File: src/rtl/const_stream_gen_if.sv
// Output sample stream: registered data/valid from the generator, ready from downstream.
// Latency: n/a (wiring only).
// Backpressure: the generator holds data/valid while valid && !ready.
interface const_stream_gen_if #(
  parameter int WIDTH = 32
);
  logic [WIDTH-1:0] out_data;
  logic             out_valid;
  logic             out_ready;

  modport master (output out_data, output out_valid, input out_ready);
  modport slave  (input out_data, input out_valid, output out_ready);
endinterface

File: src/rtl/const_stream_gen.sv
// Sample source: constant, wrapping ramp, saturating ramp or cyclic table on a valid/ready stream.
// Latency: 1 clk from en to the first valid sample; one new sample per accepted handshake.
// Backpressure: valid && !ready freezes out_data/out_valid unconditionally; loads are deferred to the next advance.
module const_stream_gen #(
  parameter int                       WIDTH = 32,
  parameter logic signed [WIDTH-1:0]  INIT  = '0,
  parameter int                       DEPTH = 8,
  parameter int                       AW    = 3
) (
  input  logic                     clk,
  input  logic                     reset_n,
  input  logic                     i_en,
  input  logic [1:0]               i_mode,
  input  logic signed [WIDTH-1:0]  i_step,
  input  logic                     i_load,
  input  logic signed [WIDTH-1:0]  i_load_val,
  input  logic                     i_tbl_we,
  input  logic [AW-1:0]            i_tbl_addr,
  input  logic [WIDTH-1:0]         i_tbl_wdata,
  const_stream_gen_if.master       o_strm
);

  localparam logic [1:0] M_CONST = 2'd0;
  localparam logic [1:0] M_WRAP  = 2'd1;
  localparam logic [1:0] M_SAT   = 2'd2;
  localparam logic [1:0] M_TABLE = 2'd3;

  localparam logic signed [WIDTH-1:0] SMAX = {1'b0, {(WIDTH-1){1'b1}}};
  localparam logic signed [WIDTH-1:0] SMIN = {1'b1, {(WIDTH-1){1'b0}}};

  typedef enum logic {ST_IDLE, ST_RUN} state_t;

  state_t                    r_state;
  state_t                    w_state_nxt;
  logic signed [WIDTH-1:0]   r_acc;
  logic [AW-1:0]             r_ptr;
  logic                      r_pend;     // a load arrived during a stall; next advance presents it as-is
  logic [WIDTH-1:0]          r_out_data;
  logic [WIDTH-1:0]          r_tbl [DEPTH];

  logic signed [WIDTH-1:0]   w_acc_nxt;
  logic [AW-1:0]             w_ptr_nxt;
  logic                      w_pend_nxt;
  logic [WIDTH-1:0]          w_out_nxt;
  logic                      w_fire;
  logic                      w_start;
  logic                      w_take;
  logic [WIDTH:0]            w_sum_ext;
  logic signed [WIDTH-1:0]   w_sum_sat;
  logic [AW-1:0]             w_ptr_inc;
  logic                      w_addr_ok;

  assign w_fire    = (r_state == ST_RUN) && o_strm.out_ready;
  assign w_start   = (r_state == ST_IDLE) && i_en;
  assign w_take    = w_fire || w_start;
  assign w_sum_ext = {r_acc[WIDTH-1], r_acc} + {i_step[WIDTH-1], i_step};
  assign w_sum_sat = (w_sum_ext[WIDTH] != w_sum_ext[WIDTH-1])
                     ? (w_sum_ext[WIDTH] ? SMIN : SMAX)
                     : w_sum_ext[WIDTH-1:0];
  assign w_ptr_inc = (r_ptr == AW'(DEPTH - 1)) ? '0 : r_ptr + 1'b1;
  assign w_addr_ok = int'(i_tbl_addr) < DEPTH;

  // State register
  always_ff @(posedge clk) begin
    if (!reset_n) r_state <= ST_IDLE;
    else          r_state <= w_state_nxt;
  end

  // Next state: start on en, leave RUN only when the last sample is accepted with en low
  always_comb begin
    w_state_nxt = r_state;
    case (r_state)
      ST_IDLE: if (i_en) w_state_nxt = ST_RUN;
      ST_RUN:  if (w_fire && !i_en) w_state_nxt = ST_IDLE;
      default: w_state_nxt = ST_IDLE;
    endcase
  end

  // Outputs come straight from registers
  always_comb begin
    o_strm.out_valid = (r_state == ST_RUN);
    o_strm.out_data  = r_out_data;
  end

  // Next sample, accumulator and table pointer; load overrides the mode's advance
  always_comb begin
    w_acc_nxt  = r_acc;
    w_ptr_nxt  = r_ptr;
    w_pend_nxt = r_pend;
    w_out_nxt  = r_out_data;
    if (i_load) begin
      w_acc_nxt = i_load_val;
      w_ptr_nxt = '0;
      if (w_take) begin
        w_out_nxt  = (i_mode == M_TABLE) ? r_tbl[0] : i_load_val;
        w_pend_nxt = 1'b0;
      end else if (r_state == ST_RUN) begin
        w_pend_nxt = 1'b1;
      end
    end else if (w_take) begin
      w_pend_nxt = 1'b0;
      if (w_start || r_pend) begin
        w_out_nxt = (i_mode == M_TABLE) ? r_tbl[r_ptr] : r_acc;
      end else begin
        case (i_mode)
          M_CONST: w_out_nxt = r_acc;
          M_WRAP: begin
            w_acc_nxt = w_sum_ext[WIDTH-1:0];
            w_out_nxt = w_sum_ext[WIDTH-1:0];
          end
          M_SAT: begin
            w_acc_nxt = w_sum_sat;
            w_out_nxt = w_sum_sat;
          end
          default: begin
            w_ptr_nxt = w_ptr_inc;
            w_out_nxt = r_tbl[w_ptr_inc];
          end
        endcase
      end
    end
  end

  // Datapath registers and table; reads above see pre-write table contents
  always_ff @(posedge clk) begin
    if (!reset_n) begin
      r_acc      <= INIT;
      r_ptr      <= '0;
      r_pend     <= 1'b0;
      r_out_data <= INIT;
      for (int i = 0; i < DEPTH; i++) r_tbl[i] <= '0;
    end else begin
      r_acc      <= w_acc_nxt;
      r_ptr      <= w_ptr_nxt;
      r_pend     <= w_pend_nxt;
      r_out_data <= w_out_nxt;
      if (i_tbl_we && w_addr_ok) r_tbl[i_tbl_addr] <= i_tbl_wdata;
    end
  end

endmodule

File: src/flat_wrapper.sv
// flat-port wrapper written by rule: the top's interface ports become plain ports
module const_stream_gen_flat 
#(
  parameter int                       WIDTH = 32,
  parameter logic signed [WIDTH-1:0]  INIT  = '0,
  parameter int                       DEPTH = 8,
  parameter int                       AW    = 3
)
  (clk, reset_n, i_en, i_mode, i_step, i_load, i_load_val, i_tbl_we, i_tbl_addr, i_tbl_wdata, o_strm_out_data, o_strm_out_valid, o_strm_out_ready);
  const_stream_gen_if #(.WIDTH(WIDTH)) o_strm_i ();
  input  logic clk;
  input  logic reset_n;
  input  logic i_en;
  input  logic [1:0] i_mode;
  input  logic signed [WIDTH-1:0] i_step;
  input  logic i_load;
  input  logic signed [WIDTH-1:0] i_load_val;
  input  logic i_tbl_we;
  input  logic [AW-1:0] i_tbl_addr;
  input  logic [WIDTH-1:0] i_tbl_wdata;
  output wire logic [$bits(o_strm_i.out_data)-1:0] o_strm_out_data;
  output wire logic [$bits(o_strm_i.out_valid)-1:0] o_strm_out_valid;
  input wire logic [$bits(o_strm_i.out_ready)-1:0] o_strm_out_ready;
  assign o_strm_out_data = o_strm_i.out_data;
  assign o_strm_out_valid = o_strm_i.out_valid;
  assign o_strm_i.out_ready = o_strm_out_ready;
  const_stream_gen #(.WIDTH(WIDTH), .INIT(INIT), .DEPTH(DEPTH), .AW(AW)) u_core (.clk(clk), .reset_n(reset_n), .i_en(i_en), .i_mode(i_mode), .i_step(i_step), .i_load(i_load), .i_load_val(i_load_val), .i_tbl_we(i_tbl_we), .i_tbl_addr(i_tbl_addr), .i_tbl_wdata(i_tbl_wdata), .o_strm(o_strm_i));
endmodule
File: config.mk
export PLATFORM = sky130hd
export DESIGN_NAME = const_stream_gen_flat
export DESIGN_NICKNAME = d
export VERILOG_FILES = /design/src/rtl/const_stream_gen_if.sv /design/src/rtl/const_stream_gen.sv /design/src/flat_wrapper.sv
export SDC_FILE = /design/constraint.sdc
export NUM_CORES = 1
export LEC_CHECK = 0
export ABC_AREA = 1
export BUFFER_PORTS_ARGS = -buffer_cell sky130_fd_sc_hd__buf_2
export CAP_MARGIN = 20
export CORE_UTILIZATION = 45
export CTS_CLUSTER_SIZE = 10
export DETAILED_ROUTE_END_ITERATION = 6
export HOLD_SLACK_MARGIN = 0.12
export PLACE_DENSITY = 0.64
export SLEW_MARGIN = 20
export SYNTH_ARGS = -nofsm -noshare
export SYNTH_HDL_FRONTEND = slang
export SYNTH_SLANG_ARGS = --single-unit
export TNS_END_PERCENT = 30
File: constraint.sdc
create_clock -name clk -period 5.6 [get_ports clk]
set_input_delay 1.12 -clock clk [delete_from_list [all_inputs] [get_ports clk]]
set_output_delay 1.12 -clock clk [all_outputs]
set_load 0.1 [all_outputs]
==> flow_summary_export.csv <==
group,metric,value,unit
power_and_ir_drop,ir_drop,0.176,mV
global_routing,grt_pass1_vias,19805,
setup_path,worstSetupEndpointType,"register",
synth,syn_avg_cell_area,7.44,sq um
setup_path,required,6.08,ns
clocking,postCtsSetupRepairBufs,0,
routing,vias_per_cell,6.13,
synth,synth-seq-area-share,0.441,
power_and_ir_drop,power_density,295,nW/um^2
routing,drtIter0Drc,3160,
clocking,cts_buffer_depth,3,
sta,max_slew_margin,0.307,
sta,finalSetupTns,0,ns
setup_path,cp-start-kind,"register",
clocking,clock_latency,0.55,ns
sta,finalWorstSetupSlack,2.25,ns
clocking,clock_sinks,328,
final_layout,instances_no_fill,3424,
clocking,holdBufCountCts,0,
global_routing,use_met1,0.452,
synth,synthCells,2781,
floorplan,row_count,78,
sta,hold_viol,0,
placement,pre_cts_ws,1.82,ns
global_routing,antenna_found_initial,0,
min_path,hold_path.class,"register to register",
global_routing,met2_usage,0.510,
run_status,status,"finished clean",
setup_path,cp_max_fo,92,
floorplan,core_area,45400,sq um
synth,syn_area,20700,sq um
floorplan,start_util,0.456,
setup_path,criticalPathCategory,"register to register",
synth,synth_nets,2923,
routing,drt-total-wl,78500,microns
sta,worst_slew_pin_slew,1.04,ns
sta,drv_slew,0,
routing,drc,0,
placement,io_buffers,139,
sta,finalSetupViolations,0,
global_routing,met3_usage,0.0592,
clocking,numCtsBuffers,39,
routing,routedWlPerCell,22.9,microns
sta,worst_clock_skew,0.0157,ns
setup_path,cp.arrival,3.83,ns
final_layout,num_antenna_cells,0,
final_layout,multi_input_area,10000,sq um
final_layout,layout_common_cells,"633 x nor2_1, 495 x nand2_1, 310 x o21ai_0, 256 x edfxtp_1, 197 x inv_1",
global_routing,grt_pass1_wl,118000,microns
sta,fin_crit,3.35,ns
sta,period_share,0.599,
sta,whs,0.512,ns
global_routing,grt_usage,0.327,
routing,ant_nets,0,
final_layout,drive_gt1_frac,0.101,
global_routing,grt_overflow_total,0,
final_layout,nets,2950,
placement,gp_congestion,0.973,
placement,dp.cells,3367,
final_layout,syn_to_final_growth,10.4,%
run,cap_violations,0,
clocking,clk_pin_slew,0.06,ns
floorplan,dieArea,46800,sq um
clocking,cts_tree,"built",
synth,synth.distinct_cells,42,
final_layout,regArea,9140,sq um
routing,num_vias,20984,
sta,max_freq,0.298,GHz
final_layout,post-route-util,0.503,
floorplan,top_level_ports,140,
power_and_ir_drop,power_leakage,9.52,nW
global_routing,grt_max_degree,129,
synth,yosysWarnings,0,
floorplan,die_w,216,microns
clocking,clockRootBuffer,"clkbuf_16",
routing,first_pass_iters,6,
clocking,htreeDepth,2,
global_routing,top_usage_layer,"met2",
synth,ys_ff_latch,328,
sta,rsz0062_at_grt,"false",
floorplan,die_h,216,microns
placement,dp_hpwl,50700,microns
final_layout,fill_cells,4399,
final_layout,final_common_cell,"nor2_1",
clocking,postCtsResizedCells,0,
-- cell families after synthesis --
| family | after synthesis | synth area share |
|---|---|---|
| fa+ha+maj | 35 | 0.0215 |
| buf+inv | 404 | 0.0752 |
| compound gates | 655 | 0.191 |
| xor+xnor | 15 | 0.00635 |
| simple gates | 1344 | 0.264 |
| flops | 328 | 0.441 |
-- synthesized netlist by cell type, drive strengths merged --
library cell | count | area, sq um
dfxtp | 72 | 1440
clkbuf | 158 | 593
and2 | 5 | 31.3
xor2 | 14 | 123
edfxtp | 256 | 7690
nand3 | 121 | 636
nor2 | 640 | 2410
inv | 206 | 773
a21oi | 109 | 594
nor3 | 6 | 30.0
clkinv | 2 | 7.51
a22o | 1 | 8.76
o211ai | 48 | 360
a21o | 1 | 7.51
or2 | 5 | 31.3
nor4 | 1 | 6.26
buf | 38 | 180
o221ai | 98 | 858
a31oi | 44 | 282
o21bai | 10 | 75.1
nand3b | 12 | 90.1
nand4 | 44 | 275
o22ai | 32 | 200
o21ai | 312 | 1570
fa | 1 | 20.0
ha | 34 | 425
nand2 | 510 | 1960
xnor2 | 1 | 8.76
-- critical path, stage by stage (launching register included) --
cell and delay (ns):
dfxtp_4 0.54, clkinv_2 0.10, buf_4 0.39, buf_4 0.86, o21ai_0 0.19, o221ai_1 0.41
o211ai_1 0.22, a31oi_1 0.22, nand2_1 0.09, a21oi_2 0.12
-- area by class of cell --
| class | instances | area share |
|---|---|---|
| multi-input combinational | 2049 | 0.439 |
| sequential | 328 | 0.400 |
| clock buffer | 53 | 0.0464 |
| timing repair buffer | 182 | 0.0457 |
| inverter | 208 | 0.0343 |
| tap | 600 | 0.0329 |
| clock inverter | 4 | 0.00132 |
-- metal layers --
metal	up-vias	routed length, microns
li1	9562	-
met2	1371	34800
met1	9855	31800
met4	0	2910
met3	196	9010
met5	-	0
-- where the power goes --
group / switching [mW] / leakage, nW / internal, mW
sequential: 0.137 / 3.05 / 2.80
combinational: 1.09 / 5.94 / 0.412
clock: 0.989 / 0.530 / 1.31
-- sequential cells by signal, indices dropped and copies added (netlist names), named ones only --
name and count:
u_core.r_tbl 256, u_core.r_ptr 3, u_core.r_acc 32, u_core.o_strm.out_valid 1
u_core.r_pend 1, u_core.o_strm.out_data 32
-- stage by stage --
step                power (mW)  cell area, sq um
finish                    6.73             22800
global route              6.98             22800
CTS                       6.71             22800
detailed placement        4.44             21700
global placement          4.42             21700
floorplan                 3.99             20700
-- worst paths after layout --
check                                                   from                                      end  slack, ns  cells past startpoint
worst max-delay path                                register  u_core.o_strm.out_data[29]$_SDFFE_PN0P_       2.25                      9
worst min-delay path            u_core.r_ptr[1]$_SDFFE_PP0P_                                 register       0.51                      2
worst max register to register                      register  u_core.o_strm.out_data[29]$_SDFFE_PN0P_       2.25                      9
worst min register to register  u_core.r_ptr[1]$_SDFFE_PP0P_                                 register       0.51                      2
No activity file was read; power rests on OpenSTA's default activity.
